File: src/rtl/rca_word_serial_ctrl.sv
// Word-serial wide adder/subtractor: one CHUNK-bit ripple-carry slice reused over
// OP_WIDTH/CHUNK cycles, LSB chunk first, with the inter-chunk carry held in a register.

module rca_chunk_adder #(
    parameter int unsigned W = 64
) (
    input  logic [W-1:0] a,
    input  logic [W-1:0] b,
    input  logic         ci,
    output logic [W-1:0] s,
    output logic         co
);
    // Each full-adder stage owns its carry so the chain has no vector self-dependency.
    for (genvar i = 0; i < W; i++) begin : g_fa
        logic cin_i;
        logic cout_i;
        if (i == 0) begin : g_first
            assign cin_i = ci;
        end else begin : g_next
            assign cin_i = g_fa[i-1].cout_i;
        end
        assign s[i]   = a[i] ^ b[i] ^ cin_i;
        assign cout_i = (a[i] & b[i]) | (cin_i & (a[i] ^ b[i]));
    end

    assign co = g_fa[W-1].cout_i;
endmodule

module rca_word_serial_ctrl #(
    parameter int unsigned OP_WIDTH = 256,
    parameter int unsigned CHUNK    = 64
) (
    input  logic                clk,
    input  logic                rst_n,
    input  logic                in_valid,
    output logic                in_ready,
    input  logic [OP_WIDTH-1:0] a,
    input  logic [OP_WIDTH-1:0] b,
    input  logic                cin,
    input  logic                sub,
    output logic                out_valid,
    input  logic                out_ready,
    output logic [OP_WIDTH-1:0] sum,
    output logic                cout,
    output logic                ovf
);
    localparam int unsigned NUM_CHUNKS = OP_WIDTH / CHUNK;
    localparam int unsigned IDX_W      = (NUM_CHUNKS > 1) ? $clog2(NUM_CHUNKS) : 1;
    localparam int unsigned BASE_W     = (OP_WIDTH > 1) ? $clog2(OP_WIDTH) : 1;
    localparam logic [IDX_W-1:0] LAST_IDX = IDX_W'(NUM_CHUNKS - 1);

    typedef enum logic [1:0] {
        IDLE = 2'd0,
        RUN  = 2'd1,
        DONE = 2'd2
    } state_t;

    state_t              state;
    logic [OP_WIDTH-1:0] a_reg;
    logic [OP_WIDTH-1:0] b_reg;
    logic                carry;
    logic [IDX_W-1:0]    idx;

    logic [BASE_W-1:0]   base;
    logic [CHUNK-1:0]    a_chunk;
    logic [CHUNK-1:0]    b_chunk;
    logic [CHUNK-1:0]    s_chunk;
    logic                c_chunk;

    assign base    = BASE_W'(32'(idx) * CHUNK);
    assign a_chunk = a_reg[base +: CHUNK];
    assign b_chunk = b_reg[base +: CHUNK];

    rca_chunk_adder #(.W(CHUNK)) u_slice (
        .a  (a_chunk),
        .b  (b_chunk),
        .ci (carry),
        .s  (s_chunk),
        .co (c_chunk)
    );

    always_ff @(posedge clk or negedge rst_n) begin
        if (!rst_n) begin
            state     <= IDLE;
            in_ready  <= 1'b1;
            out_valid <= 1'b0;
            sum       <= '0;
            cout      <= 1'b0;
            ovf       <= 1'b0;
            a_reg     <= '0;
            b_reg     <= '0;
            carry     <= 1'b0;
            idx       <= '0;
        end else begin
            case (state)
                IDLE: begin
                    if (in_valid && in_ready) begin
                        // Subtraction is a + ~b + 1, so the +1 rides in on the initial carry.
                        a_reg    <= a;
                        b_reg    <= sub ? ~b : b;
                        carry    <= sub ? 1'b1 : cin;
                        idx      <= '0;
                        sum      <= '0;
                        in_ready <= 1'b0;
                        state    <= RUN;
                    end
                end
                RUN: begin
                    sum[base +: CHUNK] <= s_chunk;
                    carry              <= c_chunk;
                    idx                <= idx + 1'b1;
                    if (idx == LAST_IDX) begin
                        cout      <= c_chunk;
                        ovf       <= (a_chunk[CHUNK-1] == b_chunk[CHUNK-1]) &&
                                     (s_chunk[CHUNK-1] != a_chunk[CHUNK-1]);
                        idx       <= '0;
                        out_valid <= 1'b1;
                        state     <= DONE;
                    end
                end
                DONE: begin
                    if (out_ready) begin
                        out_valid <= 1'b0;
                        in_ready  <= 1'b1;
                        state     <= IDLE;
                    end
                end
                default: begin
                    out_valid <= 1'b0;
                    in_ready  <= 1'b1;
                    state     <= IDLE;
                end
            endcase
        end
    end
endmodule

File: config.mk
export PLATFORM = sky130hd
export DESIGN_NAME = rca_word_serial_ctrl
export DESIGN_NICKNAME = d
export VERILOG_FILES = /design/src/rtl/rca_word_serial_ctrl.sv
export SDC_FILE = /design/constraint.sdc
export NUM_CORES = 2
export LEC_CHECK = 0
export CAP_MARGIN = 5
export CORE_MARGIN = 1.5
export CORE_UTILIZATION = 38
export CTS_CLUSTER_SIZE = 16
export DETAILED_ROUTE_END_ITERATION = 8
export PLACE_DENSITY_LB_ADDON = 0.15
export SYNTH_ARGS = -nofsm -noshare
export SYNTH_HDL_FRONTEND = slang
export SYNTH_SLANG_ARGS = --single-unit
File: constraint.sdc
create_clock -name clk -period 78.8 [get_ports clk]
set_input_delay 23.64 -clock clk [delete_from_list [all_inputs] [get_ports clk]]
set_output_delay 23.64 -clock clk [all_outputs]
set_load 0.1 [all_outputs]
==> results.cfg <==
[clock_network]
cts_buffers = 88
ctsHoldBuffers = 0
path_clk_slew_ns = 0.06
cts_buffer_depth = 3
post_cts_buffers = 0
cts_sinks = 777
cts.repair.resized = 0
cts_tree = yes
cts_max_level = 3
cts-root-buf = clkbuf_16
insertion_delay_ns = 0.66

[grt]
globalRouteMet2Util_pct = 40.2
grt_use_met1_pct = 32.5
grtUsageTotal_pct = 24.7
grt_max_degree = 247
grt_remaining_overflow = 0
top_usage_layer = met2
use_met3_pct = 5.37
antenna_found_initial = 49
grt_pass1_vias = 26500
grt_pass1_wl_microns = 175000

[critical_path]
crit_family = adder cells
crit_buf_inv = 4
path_max_fanout = 20
crit_slowest_cell = dfrtp_4
worstPathArrival_ns = 32.11
cpPeakStageDelay_ns = 0.67
cp_common_cell = fa_1
cp.required_ns = 79.35
start_kind = flop
endpoint_kind = flop
critPathKind = reg2reg

[floorplanning]
core_sq_mm = 0.0921
initial_core_util_pct = 38.5
die_h_microns = 308
fp.dieW_microns = 308
dieArea_sq_mm = 0.0952
num_rows = 111
io_pins = 778

[pwr]
leakage_nw = 20.6
sequentialPowerShare_pct = 29.3
p_switching_mw = 1.06
switching_share_pct = 46.4
p_int_mw = 1.23
share_comb_of_total_power_pct = 51.9
clkPwrFrac_pct = 18.8
powerDensity_mw_per_mm2 = 48.9
finalPower_mw = 2.30
ir_worst_vdd_uv = 27.7

[yosys]
synthFlopType = dfrtp_1
synth_area_sq_mm = 0.0355
async_flop_share_pct = 100
synth_top_area_share_pct = 54.8
syn_inst = 3174
synth_area_leaders = dfrtp_1, nand2_1, mux4_2, xnor2_1, o2bb2ai_1
synthesis.nets = 3761
ys_seq_area_share_pct = 54.8
yosysWarnings = 0
synth_largest_area_cell = dfrtp_1
syn_avg_cell_area_sq_um = 11.2
ys_types = 38
synth-edff-count = 0
synth-seq-cells = 777

[finish]
drive_gt1_share_pct = 8.09
final_nets = 4429
instances_no_fill = 5180
fillers = 8376
area.growth.synth_to_final_pct = 32.3

[timing]
rsz0062_at_grt = false
finalHoldViolCount = 0
slew_viol_final = 0
finalCriticalPeriod_ns = 31.56
fin_crit_sh_pct = 40.0
finalSetupViolCount = 0
worst_pin_slew_ns = 1.11
relSlewSlack_pct = 26.1
fmax_ghz = 0.0317
worst_slack_ns = 47.24
final.setup_skew_ns = 0.0266
setup_tns_ns = 0

[worst_hold_path]
hold_class = reg2reg

[placement]
gp_congestion = 0.825
dp_hpwl_microns = 82700
io_buffers = 777
dp.cells = 4995
pre_cts_slack_ns = 47.02

[drt]
route.vias.total = 25500
drt_iter0_markers = 2042
finalWirelength_microns = 117000
vias_per_cell = 4.93
ant_nets = 0
drt_drc_violations_left = 0
wl_per_cell_microns = 22.6
dr.pass1.iters = 5

[run_status]
status = complete, no violations

[flow_run]
drv_cap = 0
## stage by stage
stage               instance area [sq um]  hold slack, ns  util (%)
floorplan                           35500           0.440         -
global placement                    43800           0.452      47.6
detailed placement                  43800           0.457      47.6
CTS                                 46800           0.471      50.9
global route                        46900           0.483      50.9
finish                              46900           0.465      50.9
## cell type report
type	instances	area (sq um)	share of cell area, %
well taps	1243	1560	3.32
repair buffers	807	8080	17.2
clock buffers	127	2630	5.60
flip-flops and latches	777	19500	41.5
inverters	130	488	1.04
diodes	29	72.6	0.155
multi-input cells	2038	14200	30.4
clock inverters	29	390	0.832
## cell families after synthesis
group / after synthesis / synth area share, %
buffers and inverters: 359 / 5.26
adders and majority gates: 69 / 3.79
xor gates and xnor gates: 257 / 6.35
muxes: 129 / 8.16
AOI/OAI and AO/OA: 524 / 10.2
and+or+nand+nor: 1059 / 11.4
DFF: 777 / 54.8
## layout by cell type (no fill, tap or decap), types with 64 or more instances in the layout
cell type	instances
o21ai_0	179
clkdlybuf4s50_1	775
inv_1	130
mux4_2	128
o2bb2ai_1	248
nand2_1	1034
xnor2_1	257
o21ai_1	79
clkbuf_16	93
fa_1	64
dfrtp_1	774
## power groups by stage
stage / clock network, mW / registers [mW] / logic (mW)
after global placement: 0 / 0.674 / 1.19
final: 0.430 / 0.673 / 1.19
after CTS: 0.439 / 0.673 / 1.20
after detailed placement: 0 / 0.676 / 1.20
after floorplan: 0 / 0.975 / 0.505
after global routing: 0.455 / 0.694 / 1.27
## worst reg2reg max path, delay by kind of cell (launching register included)
family / cells / cell delay [ns]
AO/OA/AOI/OAI: 1 / 0.20
XOR/XNOR: 1 / 0.16
adder cells (fa/ha/maj): 64 / 29.69
buffers and inverters: 4 / 0.30
flip-flops: 1 / 0.67
multiplexers: 1 / 0.44
## synth_stat cells, types with 2 or more instances
library cell,n
inv_1,130
o21ai_0,179
buf_4,23
clkbuf_1,34
nand2_1,1035
o2bb2ai_1,248
buf_2,123
nand3b_1,2
fa_1,64
dfrtp_1,776
nor2b_1,3
buf_1,11
o21ai_1,79
xnor2_1,257
nand2b_1,3
nor2_1,3
a21o_1,4
nor3_1,2
o31ai_1,4
ha_1,5
nand3_1,2
a21oi_1,2
mux4_2,128
a32o_1,2
a22o_1,6
buf_6,37
## path summary, 6_finish.rpt
check                                         end                    from  cells after the start  slack, ns
max                               ovf$_DFFE_PN0P_      idx[0]$_DFFE_PN0P_                     71      47.24
min                        a_reg[147]$_DFFE_PN0P_  a_reg[147]$_DFFE_PN0P_                      2       0.46
max reg2reg                       ovf$_DFFE_PN0P_      idx[0]$_DFFE_PN0P_                     71      47.24
min reg2reg                a_reg[147]$_DFFE_PN0P_  a_reg[147]$_DFFE_PN0P_                      2       0.46
max in group asynchronous    sum[211]$_DFFE_PN0P_                   rst_n                      5      52.17
min in group asynchronous     sum[43]$_DFFE_PN0P_                   rst_n                      1      22.96
## routing by layer
| metal | up-vias | share of wire, % |
|---|---|---|
| met3 | 188 | 5.9 |
| li1 | 11900 | - |
| met5 | - | 0.18 |
| met1 | 12700 | 42 |
| met2 | 736 | 49 |
| met4 | 30 | 2.7 |
No activity file was read; power rests on OpenSTA's default activity.
